**config.mk**
```make
export PLATFORM = sky130hd
export DESIGN_NAME = uart_rx_cfg_flat
export DESIGN_NICKNAME = d
export VERILOG_FILES = /design/src/rtl/uart_rx_cfg_if.sv /design/src/rtl/uart_rx_cfg.sv /design/src/flat_wrapper.sv
export SDC_FILE = /design/constraint.sdc
export NUM_CORES = 1
export LEC_CHECK = 0
export CORE_MARGIN = 2
export CORE_UTILIZATION = 35
export DETAILED_ROUTE_END_ITERATION = 12
export PLACE_DENSITY = 0.6
export SKIP_CTS_REPAIR_TIMING = 1
export SLEW_MARGIN = 20
export SYNTH_ARGS = -nofsm -noshare
export SYNTH_HDL_FRONTEND = slang
export SYNTH_SLANG_ARGS = --single-unit
export TNS_END_PERCENT = 30
```
**constraint.sdc**
```tcl
create_clock -name clk -period 1.9 [get_ports clk]
set_input_delay 0.38 -clock clk [delete_from_list [all_inputs] [get_ports clk]]
set_output_delay 0.38 -clock clk [all_outputs]
set_load 0.005 [all_outputs]
```
**src/rtl/uart_rx_cfg_if.sv**
```systemverilog
// rtl/uart_rx_cfg_if.sv - receive-side word/strobe bundle of the configurable UART receiver
//
// Purpose: carries the received word and its status strobes from the
// receiver to the byte-stream consumer.
// Signals:
//   dat        [DATA_BITS] received word, LSB-first on the line
//   dat_en     one-cycle strobe, dat valid in this cycle
//   parity_err one-cycle strobe, coincident with dat_en, on parity mismatch
//   frame_err  one-cycle strobe when a stop bit samples 0
//   busy       high whenever the receiver is not idle
// Modports: master = receiver (drives), slave = consumer (observes).
interface uart_rx_cfg_if #(
  parameter int DATA_BITS = 8
);
  logic [DATA_BITS-1:0] dat;
  logic                 dat_en;
  logic                 parity_err;
  logic                 frame_err;
  logic                 busy;

  modport master (output dat, output dat_en, output parity_err, output frame_err, output busy);
  modport slave  (input  dat, input  dat_en, input  parity_err, input  frame_err, input  busy);
endinterface

```
**src/rtl/uart_rx_cfg.sv**
```systemverilog
// rtl/uart_rx_cfg.sv - parametrised UART receiver with parity/framing checks and break recovery
//
// Purpose: deserialises the asynchronous rx line into DATA_BITS-wide words.
// Parameters: CLKS_PER_BIT (8..65535), DATA_BITS (5..9),
//             PARITY (0 none, 1 odd, 2 even), STOP_BITS (1 or 2).
// Optional build macro: UART_RX_MAJORITY_EN - each sample point takes a
//   2-of-3 vote of rxs at cnt = 2, 1, 0 instead of a single sample at cnt = 0.
// Ports:
//   clk    system clock
//   reset  asynchronous, active-high reset
//   rx     serial line, asynchronous, idle high
//   rx_if  uart_rx_cfg_if.master: dat, dat_en, parity_err, frame_err, busy
module uart_rx_cfg #(
  parameter int CLKS_PER_BIT = 868,
  parameter int DATA_BITS    = 8,
  parameter int PARITY       = 0,
  parameter int STOP_BITS    = 1
) (
  input  logic           clk,
  input  logic           reset,
  input  logic           rx,
  uart_rx_cfg_if.master  rx_if
);

  localparam int CW = $clog2(CLKS_PER_BIT);
  localparam int IW = $clog2(DATA_BITS + 1);
  localparam logic [CW-1:0] CNT_FULL  = CW'(CLKS_PER_BIT - 1);
  localparam logic [CW-1:0] CNT_HALF  = CW'(CLKS_PER_BIT / 2 - 1);
  localparam logic [IW-1:0] IDX_LAST  = IW'(DATA_BITS - 1);
  localparam logic          STOP_LAST = 1'(STOP_BITS - 1);

  typedef enum logic [2:0] {IDLE, START, DATA, PAR, STOP, BRK} state_t;

  state_t               state;
  logic [CW-1:0]        cnt;
  logic [IW-1:0]        idx;
  logic [DATA_BITS-1:0] shift;
  logic                 par_bad;
  logic                 stop_n;
  logic                 rx_meta;
  logic                 rxs;
  logic                 samp;

  // Two-flop synchroniser; resets to the idle (high) line level.
  always_ff @(posedge clk or posedge reset) begin
    if (reset) begin
      rx_meta <= 1'b1;
      rxs     <= 1'b1;
    end else begin
      rx_meta <= rx;
      rxs     <= rx_meta;
    end
  end

`ifdef UART_RX_MAJORITY_EN
  // Samples captured one and two cycles before the decision point.
  logic s2;
  logic s1;

  always_ff @(posedge clk or posedge reset) begin
    if (reset) begin
      s2 <= 1'b1;
      s1 <= 1'b1;
    end else begin
      if (cnt == CW'(2)) s2 <= rxs;
      if (cnt == CW'(1)) s1 <= rxs;
    end
  end

  assign samp = (s2 & s1) | (s2 & rxs) | (s1 & rxs);
`else
  assign samp = rxs;
`endif

  always_ff @(posedge clk or posedge reset) begin
    if (reset) begin
      state            <= IDLE;
      cnt              <= '0;
      idx              <= '0;
      shift            <= '0;
      par_bad          <= 1'b0;
      stop_n           <= 1'b0;
      rx_if.dat        <= '0;
      rx_if.dat_en     <= 1'b0;
      rx_if.parity_err <= 1'b0;
      rx_if.frame_err  <= 1'b0;
      rx_if.busy       <= 1'b0;
    end else begin
      rx_if.dat_en     <= 1'b0;
      rx_if.parity_err <= 1'b0;
      rx_if.frame_err  <= 1'b0;

      case (state)
        IDLE: begin
          if (!rxs) begin
            state      <= START;
            cnt        <= CNT_HALF;
            rx_if.busy <= 1'b1;
          end
        end

        START: begin
          if (cnt != '0) begin
            cnt <= cnt - CW'(1);
          end else if (!samp) begin
            state   <= DATA;
            cnt     <= CNT_FULL;
            idx     <= '0;
            par_bad <= 1'b0;
            stop_n  <= 1'b0;
          end else begin
            // Start bit did not hold until mid-bit: glitch.
            state      <= IDLE;
            rx_if.busy <= 1'b0;
          end
        end

        DATA: begin
          if (cnt != '0) begin
            cnt <= cnt - CW'(1);
          end else begin
            shift <= {samp, shift[DATA_BITS-1:1]};
            idx   <= idx + IW'(1);
            cnt   <= CNT_FULL;
            if (idx == IDX_LAST) state <= (PARITY != 0) ? PAR : STOP;
          end
        end

        PAR: begin
          if (cnt != '0) begin
            cnt <= cnt - CW'(1);
          end else begin
            // Odd parity wants data^p == 1, even wants 0.
            par_bad <= (PARITY == 1) ? ~(^shift ^ samp) : (^shift ^ samp);
            state   <= STOP;
            cnt     <= CNT_FULL;
          end
        end

        STOP: begin
          if (cnt != '0) begin
            cnt <= cnt - CW'(1);
          end else if (!samp) begin
            rx_if.frame_err <= 1'b1;
            state           <= BRK;
          end else if (stop_n == STOP_LAST) begin
            rx_if.dat        <= shift;
            rx_if.dat_en     <= 1'b1;
            rx_if.parity_err <= par_bad;
            state            <= IDLE;
            rx_if.busy       <= 1'b0;
          end else begin
            stop_n <= 1'b1;
            cnt    <= CNT_FULL;
          end
        end

        BRK: begin
          // Hold off start detection until the line returns high.
          if (rxs) begin
            state      <= IDLE;
            rx_if.busy <= 1'b0;
          end
        end

        default: begin
          state      <= IDLE;
          rx_if.busy <= 1'b0;
        end
      endcase
    end
  end

endmodule

```
**src/flat_wrapper.sv**
```systemverilog
// flat-port wrapper written by rule: the top's interface ports become plain ports
module uart_rx_cfg_flat 
#(
  parameter int CLKS_PER_BIT = 868,
  parameter int DATA_BITS    = 8,
  parameter int PARITY       = 0,
  parameter int STOP_BITS    = 1
)
  (clk, reset, rx, rx_if_dat, rx_if_dat_en, rx_if_parity_err, rx_if_frame_err, rx_if_busy);
  uart_rx_cfg_if #(.DATA_BITS(DATA_BITS)) rx_if_i ();
  input  logic clk;
  input  logic reset;
  input  logic rx;
  output wire logic [$bits(rx_if_i.dat)-1:0] rx_if_dat;
  output wire logic [$bits(rx_if_i.dat_en)-1:0] rx_if_dat_en;
  output wire logic [$bits(rx_if_i.parity_err)-1:0] rx_if_parity_err;
  output wire logic [$bits(rx_if_i.frame_err)-1:0] rx_if_frame_err;
  output wire logic [$bits(rx_if_i.busy)-1:0] rx_if_busy;
  assign rx_if_dat = rx_if_i.dat;
  assign rx_if_dat_en = rx_if_i.dat_en;
  assign rx_if_parity_err = rx_if_i.parity_err;
  assign rx_if_frame_err = rx_if_i.frame_err;
  assign rx_if_busy = rx_if_i.busy;
  uart_rx_cfg #(.CLKS_PER_BIT(CLKS_PER_BIT), .DATA_BITS(DATA_BITS), .PARITY(PARITY), .STOP_BITS(STOP_BITS)) u_core (.clk(clk), .reset(reset), .rx(rx), .rx_if(rx_if_i));
endmodule
```
==> results.toml, run 1 <==
[status]
outcome = "completed"

[floorplan]
die_h_um = 80.0
core_area_um2 = 5540
io_pins = 15
die-area_um2 = 6400
initial_utilization = 0.365
die_w_um = 80.0
rows = 27

[clocking]
clk_latency_ns = 0.29
cts.sinks = 40
cts_buffers = 5
clk_path_buf_depth = 2
cts_tree = "done"
h-tree-depth = 2
root_buffer = "clkbuf_8"
clkTransAtPathRegs_ns = 0.09

[timing]
hold_viol = 0
whs_ns = 0.351
finalCriticalPeriod_ns = 1.87
setup_viol = 0
final.setup.tns_ns = 0
finClkSkew_ns = 0.00589
rsz0062_at_grt = "true"
maxSlewViolCount = 0
max_slew_margin = 0.627
fmax_mhz = 534
worst_pin_slew_ns = 0.560
period_share = 0.986

[power]
switchingPower_uw = 346
power.total_mw = 1.61
p_clk_frac = 0.443
seq_power_share = 0.532
sw_frac_of_total = 0.215
p_leak_nw = 1.16
ir_drop_uv = 275
combPwrFrac = 0.025
p_int_mw = 1.26
power.density_nw_per_um2 = 627

[route]
drt_pass1_iterations = 4
route.detailed.drc = 0
dr.first_iter.drc_count = 61
viasPerCell = 5.19
wl_per_cell_um = 13.9
drt-total-wl_um = 3970
drtAntennaViolNets = 0
vias = 1479

[place]
io_buffers = 14
place_hpwl_um = 2710
dpl-instance-area_um2 = 2410
routabilityCongestion = 0.816

[cells_and_area]
final_layout_size_suffix_gt1_frac = 0.338
area_growth_pct = 26.9
diodes = 0
utilization = 0.463
final_common_cell = "dfrtp_1"
fin_nets = 217
fin_area_um2 = 2570
fillCellCount = 514
final_cell_mix = "38 x dfrtp_1, 23 x buf_4, 14 x clkdlybuf4s50_1, 10 x inv_1, 9 x mux2_2"

[worst_setup_path]
crit_slowest_cell = "dfrtp_1"
worstPathArrival_ns = 2.06
required_ns = 2.08
crit_family = "simple AND/OR/NAND/NOR gates"
path_class = "reg2reg"
endpoint_kind = "flip-flop"
start_kind = "flip-flop"
path_max_fanout = 10
worst-path-buf-inv = 2
max_stage_delay_ns = 0.38
cp_cell_sequence = "inv_1 -> ha_2 -> nor3b_4 -> nand3_2 -> or3_1 -> buf_6 -> mux2_4"

[logic_synthesis]
yosysWarnings = 0
syn_nets = 179
synth_cells = 174
synth_compound_area_frac = 0.175
muxShareOfSynthArea = 0.110
seq_area_frac_synth = 0.496
synthSimpleGateAreaFrac = 0.129
syn_area_um2 = 2020
synth_xor_xnor_area_share = 0.0371
post_synth_fa_ha_maj_area_fraction = 0.0124
synth_cell_types = 50
avgSynthCellArea_um2 = 11.6
synth_seq_cells = 40
synth_top_family_by_area = "compound AO/OA/AOI/OAI gates"

[grt]
antenna_found_initial = 0
first_global_vias = 1440
grt_pass1_wl_um = 6870
overflow = 0
grt_max_degree = 33
grtUsageTotal = 0.135

[run]
drv_cap = 0

[worst_hold_path]
hold_class = "in2async"
[power groups by stage]
stage	Clock (mW)	Sequential, mW	Combinational [mW]
6_report	0.713	0.857	0.0398
5_1_grt	0.773	0.858	0.0456
4_1_cts	0.734	0.858	0.0412
3_5_place_dp	0	0.875	0.0413
3_3_place_gp	0	0.874	0.0409
2_1_floorplan	0	0.872	0.0231
[metal layers]
| metal | part of all wire | up-vias | global-route usage |
|---|---|---|---|
| met2 | 0.45 | 28 | 0.201 |
| met5 | 0 | - | 0 |
| li1 | - | 721 | - |
| met3 | 0.030 | 5 | 0.0271 |
| met1 | 0.51 | 725 | 0.194 |
| met4 | 0.012 | 0 | 0.0508 |
[cell usage after synthesis, drive strengths merged]
| library cell | instances | area [µm²] |
|---|---|---|
| nor2 | 4 | 15.0 |
| nor3b | 2 | 26.3 |
| nand2 | 6 | 22.5 |
| or3b | 2 | 17.5 |
| o221a | 1 | 11.3 |
| a22o | 3 | 26.3 |
| dfstp | 2 | 52.6 |
| o22ai | 2 | 12.5 |
| mux2 | 17 | 221 |
| o22a | 2 | 17.5 |
| o41ai | 5 | 43.8 |
| nor2b | 2 | 12.5 |
| o211ai | 1 | 7.51 |
| nor4 | 2 | 12.5 |
| a31o | 2 | 17.5 |
| or4 | 1 | 7.51 |
| or2 | 4 | 25.0 |
| or3 | 2 | 12.5 |
| o2111a | 1 | 11.3 |
| nor3 | 10 | 66.3 |
| a311oi | 1 | 8.76 |
| o2bb2ai | 2 | 17.5 |
| a21oi | 6 | 30.0 |
| o21ai | 9 | 45.0 |
| ha | 2 | 25.0 |
| xnor2 | 6 | 52.6 |
| nand2b | 2 | 12.5 |
| clkbuf | 5 | 18.8 |
| o21a | 2 | 15.0 |
| buf | 4 | 25.0 |
| dfrtp | 38 | 951 |
| o31ai | 5 | 37.5 |
| a32oi | 1 | 16.3 |
| a31oi | 1 | 6.26 |
| o311a | 1 | 10.0 |
| nand3 | 4 | 25.0 |
| a311o | 1 | 10.0 |
| and3 | 1 | 6.26 |
| xnor3 | 1 | 22.5 |
| inv | 10 | 37.5 |
| a21bo | 1 | 10.0 |
[cells by family (layout without fill, tap and decap cells)]
logic type | after synthesis | after routing
AO/OA/AOI/OAI | 47 | 47
multiplexers | 17 | 17
AND/OR/NAND/NOR | 42 | 42
buffers and inverters | 19 | 58
adder cells (fa/ha/maj) | 2 | 2
flip-flops | 40 | 40
XOR/XNOR | 7 | 7
[worst paths after layout]
path / slack [ns] / startpoint / cells past startpoint / to
min in group clk: 0.36 / u_core.rx_meta / 0 / u_core.rxs
max: 0.03 / u_core.cnt[0] / 7 / u_core.rx_if.dat[5]
min reg2reg: 0.36 / u_core.rx_meta / 0 / u_core.rxs
max reg2reg: 0.03 / u_core.cnt[0] / 7 / u_core.rx_if.dat[5]
min: 0.35 / reset / 2 / u_core.rx_if.dat[0]
max in group asynchronous: 0.99 / reset / 3 / u_core.rxs
[flip-flops by register name, summed over array words and instances (netlist names)]
| register | count |
|---|---|
| u_core.cnt | 10 |
| u_core.rx_if.dat | 8 |
| u_core.shift | 8 |
| u_core.idx | 4 |
| u_core.state | 3 |
| u_core.par_bad | 1 |
| u_core.rx_if.busy | 1 |
| u_core.rx_if.dat_en | 1 |
| u_core.rx_if.frame_err | 1 |
| u_core.rx_if.parity_err | 1 |
| u_core.rx_meta | 1 |
| u_core.rxs | 1 |
[area by class of cell]
cell class / instances / area, µm² / area share
sequential: 40 / 1000 / 0.391
tap: 72 / 90.1 / 0.0351
multi-input combinational: 115 / 963 / 0.375
clock inverter: 3 / 47.5 / 0.0185
inverter: 10 / 37.5 / 0.0146
timing repair buffer: 40 / 355 / 0.138
clock buffer: 5 / 68.8 / 0.0268
[through the flow]
step | setup slack, ns | std cells
after floorplan | -0.0716 | 174
after global placement | 0.0506 | 276
after detailed placement | 0.0170 | 276
after CTS | 0.00554 | 284
after global routing | -0.0710 | 285
final | 0.0258 | 285
Power figures use the tool's default switching activity.
==> run 2: changes to the inputs <==
--- a/config.mk
+++ b/config.mk
@@ -5,6 +5,7 @@
 export SDC_FILE = /design/constraint.sdc
 export NUM_CORES = 1
 export LEC_CHECK = 0
+export CAP_MARGIN = 30
 export CORE_MARGIN = 2
 export CORE_UTILIZATION = 35
 export DETAILED_ROUTE_END_ITERATION = 12
==> results of run 2 <==
Same layout as run 1: the final DEF is identical, and so are final timing and power.
==> run 3: changes to the inputs <==
--- a/config.mk
+++ b/config.mk
@@ -9,6 +9,7 @@
 export CORE_MARGIN = 2
 export CORE_UTILIZATION = 35
 export DETAILED_ROUTE_END_ITERATION = 12
+export HOLD_SLACK_MARGIN = 0.06
 export PLACE_DENSITY = 0.6
 export SKIP_CTS_REPAIR_TIMING = 1
 export SLEW_MARGIN = 20
==> results of run 3 <==
Same layout as run 1: the final DEF is identical, and so are final timing and power.
==> variant 1, RTL diff (flow settings as in run 2) <==
Add an input register stage for `rx`; this delays it by one clock. The other inputs are not delayed to match.
--- a/src/rtl/uart_rx_cfg.sv
+++ b/src/rtl/uart_rx_cfg.sv
@@ -32,4 +32,10 @@
   typedef enum logic [2:0] {IDLE, START, DATA, PAR, STOP, BRK} state_t;
 
+  logic rx_q;
+
+  always_ff @(posedge clk) begin
+    rx_q <= rx;
+  end
+
   state_t               state;
   logic [CW-1:0]        cnt;
@@ -48,5 +54,5 @@
       rxs     <= 1'b1;
     end else begin
-      rx_meta <= rx;
+      rx_meta <= rx_q;
       rxs     <= rx_meta;
     end
Formal check against the unedited RTL: not equivalent (a bounded check fails within 4 cycles, from zero or initial values and one cycle with reset high).
==> variant 1 against run 2 <==
Count of clock-buffer cells in the layout increased by 1; sequential power increased by 2.9%; combinational power increased by 2%; sequential cell count increased by 1; cell count increased by 6.7%; critical path type unchanged; wire length increased by 18%; total power decreased by 7.5%; largest cell class is now multi-input gates; area after synthesis increased by 5.5%; cell area increased by 4.4%; worst setup slack improved by 38 ps; highest routed layer unchanged.
==> variant 1: results (changes against run 2) <==
.. list-table::
   :header-rows: 1

   * - Metric
     - Value
   * - Cell types occupying the most area after synthesis
     - sky130_fd_sc_hd__dfrtp_1 45%, sky130_fd_sc_hd__mux2_2 5.8%, sky130_fd_sc_hd__mux2_4 4.9% (was sky130_fd_sc_hd__dfrtp_1 47%, sky130_fd_sc_hd__mux2_4 5.9%, sky130_fd_sc_hd__mux2_2 5.0%)
   * - Detailed-placement wirelength estimate
     - 3080 µm (was 2710 µm)
   * - Result of the run
     - complete, no violations (unchanged)
   * - Vias in the first global route
     - 1658 (was 1440)
   * - Number of filler instances in the final layout
     - 559 (was 514)
   * - Most common library cells after synthesis
     - 38 x sky130_fd_sc_hd__dfrtp_1, 11 x sky130_fd_sc_hd__mux2_2, 10 x sky130_fd_sc_hd__a21oi_1, 10 x sky130_fd_sc_hd__inv_1 (was 38 x sky130_fd_sc_hd__dfrtp_1, 10 x sky130_fd_sc_hd__inv_1, 9 x sky130_fd_sc_hd__mux2_2)
   * - Cell leakage power
     - 1.22 nW (was 1.16 nW)
   * - Largest net degree at the start of global routing
     - 41 (was 33)
   * - Highest cell delay on the worst timing path
     - 490 ps (was 380 ps)
   * - Placer congestion estimate
     - 0.862 (was 0.816)
   * - Met1 Wirelength
     - 2170 µm (was 2020 µm)
   * - End of the worst register-to-register path
     - u_core.rx_if.dat[3] (was u_core.rx_if.dat[5])
   * - DR WL met3
     - 163 µm (was 118 µm)
   * - Fraction of synthesized area in multiplexers
     - 0.107 (was 0.110)
   * - Worst min path class
     - reg -> reg (was in -> async)
   * - Met2 WL
     - 2260 µm (was 1770 µm)
   * - Number of nets in the finished design
     - 233 (was 217)
   * - Overall fraction of global-route tracks in use
     - 0.153 (was 0.135)
   * - Fraction of registers with async set/reset
     - 0.976 (was 1.00)
   * - Worst r2r path cells
     - 4 (was 7)
   * - Slew at the pin closest to its max-slew limit
     - 419 ps (was 560 ps)
   * - Peak supply drop
     - 0.000391 V (was 0.000275 V)
   * - Clock period minus worst slack
     - 1840 ps (was 1870 ps)
   * - Data arrival time of the worst path
     - 2020 ps (was 2060 ps)
   * - Sum of routed wire length over all layers
     - 4690 µm (was 3970 µm)
[variant 1: cell count changes in the layout (fill, tap and decap cells not counted), sizes merged, moves of 3 or more]
cell and change:
nor4 +3, a21oi +4, nor2 +5, a22o -3
o41ai -3, a31oi +3, or2 -3
[variant 1: logic make-up after synthesis]
family                   Yosys count
buffers and inverters             20
flip-flops                        41
adder cells (fa/ha/maj)            2
multiplexers                      18
AO/OA/AOI/OAI                     48
AND/OR/NAND/NOR                   53
XOR/XNOR                           9
[variant 1: critical path: cells and delay by family (launching register included)]
| kind | cells | cell delay, ps |
|---|---|---|
| flops | 1 | 490 |
| mux | 1 | 340 |
| simple gates | 3 | 890 |
[variant 1: layout make-up]
cell class	instances	area share
Tap cell	75	0.0350
Clock inverter	2	0.00560
Inverter	10	0.0140
Timing Repair Buffer	39	0.128
Multi-Input combinational cell	131	0.408
Clock buffer	6	0.0271
Sequential cell	41	0.382
[variant 1: power breakdown]
part | switching (mW) | leakage (nW) | internal [mW]
Combinational | 0.0257 | 0.647 | 0.0149
Sequential | 0.00603 | 0.535 | 0.876
Clock | 0.307 | 0.0374 | 0.259
Total | 0.339 | 1.22 | 1.15
[variant 1: per-layer routing]
layer / global-route usage / vias to the layer above
met5: 0 / -
met4: 0.0500 / 0
met3: 0.0374 / 10
met2: 0.250 / 35
met1: 0.199 / 822
li1: - / 790
[variant 1: worst max-delay path by stage]
stage | from | endpoint | depth (start not counted)
floorplan | u_core.cnt[0] | u_core.shift[0] | 8
global placement | u_core.cnt[1] | u_core.rx_if.dat[5] | 6
detailed placement | u_core.cnt[0] | u_core.rx_if.dat[4] | 6
CTS | u_core.cnt[0] | u_core.rx_if.dat[4] | 6
global route | u_core.cnt[0] | u_core.cnt[7] | 5
finish | u_core.cnt[2] | u_core.rx_if.dat[3] | 4
==> variant 2, RTL diff (settings of run 2) <==
Without the edit above. Build with the macro `UART_RX_MAJORITY_EN` defined.
--- a/src/rtl/uart_rx_cfg.sv
+++ b/src/rtl/uart_rx_cfg.sv
@@ -11,4 +11,6 @@
 //   rx     serial line, asynchronous, idle high
 //   rx_if  uart_rx_cfg_if.master: dat, dat_en, parity_err, frame_err, busy
+`define UART_RX_MAJORITY_EN
+
 module uart_rx_cfg #(
   parameter int CLKS_PER_BIT = 868,
Check against the original RTL: same outputs for any inputs over 10 cycles, from zero or initial values and one cycle with reset high; that may be too few to reach the edited logic, so the function may still have changed.
==> variant 2 against run 2 <==
The run now ends with setup timing left; utilization rose by 3.1 points; sequential cell count rose by 2; cell area rose by 16%; synthesized cell count rose by 19%; total power rose by 2.1%; wire length rose by 28%; combinational power fell by 24%; critical path depth did not move; worst setup slack got worse by 34 ps; area after synthesis rose by 9.7%; critical endpoint is now u_core.cnt[9].
==> variant 2: results (changes against run 2) <==
.. list-table::
   :header-rows: 1

   * - Metric
     - Value
   * - Detailed-placement wirelength estimate
     - 3410 µm (was 2710 µm)
   * - Final worst setup slack
     - -8.13 ps (was 25.8 ps)
   * - Cell count after placement
     - 320 (was 276)
   * - Final worst clock skew
     - 14.7 ps (was 5.89 ps)
   * - Failing checks
     - setup timing
   * - Share of synthesized cell area in full adder, half adder and majority cells
     - 0.0378 (was 0.0124)
   * - Critical-path top delay cell
     - sky130_fd_sc_hd__o32ai_4 (was sky130_fd_sc_hd__dfrtp_1)
   * - Cell types occupying the most area after synthesis
     - sky130_fd_sc_hd__dfrtp_1 43%, sky130_fd_sc_hd__mux2_1 8.1%, sky130_fd_sc_hd__dfstp_2 4.7% (was sky130_fd_sc_hd__dfrtp_1 47%, sky130_fd_sc_hd__mux2_4 5.9%, sky130_fd_sc_hd__mux2_2 5.0%)
   * - ClkCell Share
     - 0.0370 (was 0.0453)
   * - Largest net degree at the start of global routing
     - 19 (was 33)
   * - Share of cell area taken by multi-input logic gates
     - 0.395 (was 0.375)
   * - Slew at the pin closest to its max-slew limit
     - 463 ps (was 560 ps)
   * - Placer congestion estimate
     - 0.851 (was 0.816)
   * - Post-Place Setup Slack
     - -132 ps (was 17.0 ps)
   * - Data buffer area share
     - 0.168 (was 0.138)
   * - Total negative slack for setup checks
     - -8.13 ps (was 0 ps)
   * - Setup-failing EPs final
     - 1 (was 0)
   * - Number of nets in the finished design
     - 274 (was 217)
   * - Via count
     - 1823 (was 1479)
   * - Plain + repair buffers
     - 61 (was 40)
   * - Most common library cells after synthesis
     - 38 x sky130_fd_sc_hd__dfrtp_1, 16 x sky130_fd_sc_hd__mux2_1, 16 x sky130_fd_sc_hd__nand2_1 (was 38 x sky130_fd_sc_hd__dfrtp_1, 10 x sky130_fd_sc_hd__inv_1, 9 x sky130_fd_sc_hd__mux2_2)
   * - Drt initial violations
     - 152 (was 61)
   * - Layout cells sized above 1
     - 0.330 (was 0.338)
   * - Post-Synthesis Mean Instance Area
     - 10.7 µm² (was 11.6 µm²)
   * - Number of sequential cells
     - 42 (was 40)
   * - Number of filler instances in the final layout
     - 560 (was 514)
   * - Overall fraction of global-route tracks in use
     - 0.142 (was 0.135)
   * - Part of the Yosys area used for sequential elements
     - 0.476 (was 0.496)
   * - Highest cell delay on the worst timing path
     - 470 ps (was 380 ps)
   * - Data arrival time of the worst path
     - 2090 ps (was 2060 ps)
   * - Sequential fraction of total cell area
     - 0.355 (was 0.391)
   * - Placed cell areas
     - 0.00265 mm² (was 0.00241 mm²)
   * - Global-route wire length before repair
     - 8090 µm (was 6870 µm)
   * - Number of unique standard cell types used by synthesis
     - 52 (was 50)
   * - Result of the run
     - finished, violations left (was complete, no violations)
   * - Top Family by Delay on Critical Path
     - compound AO/OA/AOI/OAI gates (was simple AND/OR/NAND/NOR gates)
   * - Post-synthesis compound-gate area fraction
     - 0.168 (was 0.175)
## variant 2: routing by layer
layer | up-vias | routed length [µm] | global-route usage
li1 | 865 | - | -
met1 | 902 | 2260 | 0.189
met2 | 48 | 2530 | 0.226
met3 | 8 | 175 | 0.0297
met4 | 0 | 99 | 0.0572
met5 | - | 0 | 0
## variant 2: final timing paths
check	from	end	slack [ps]	depth (start not counted)
setup / recovery	u_core.cnt[1]	u_core.cnt[9]	-8	7
hold / removal	reset	u_core.shift[5]	310	2
setup reg to reg	u_core.cnt[1]	u_core.cnt[9]	-8	7
hold reg to reg	u_core.rx_meta	u_core.rxs	370	0
max in group asynchronous	reset	u_core.rxs	970	3
min in group clk	u_core.rx_meta	u_core.rxs	370	0
## variant 2: power by group
group	leakage, nW	total, mW	switching, mW	internal [mW]
clock network	0.0514	0.712	0.320	0.392
registers	0.545	0.902	0.00440	0.897
logic	0.732	0.0304	0.0206	0.00980
total	1.33	1.64	0.345	1.30
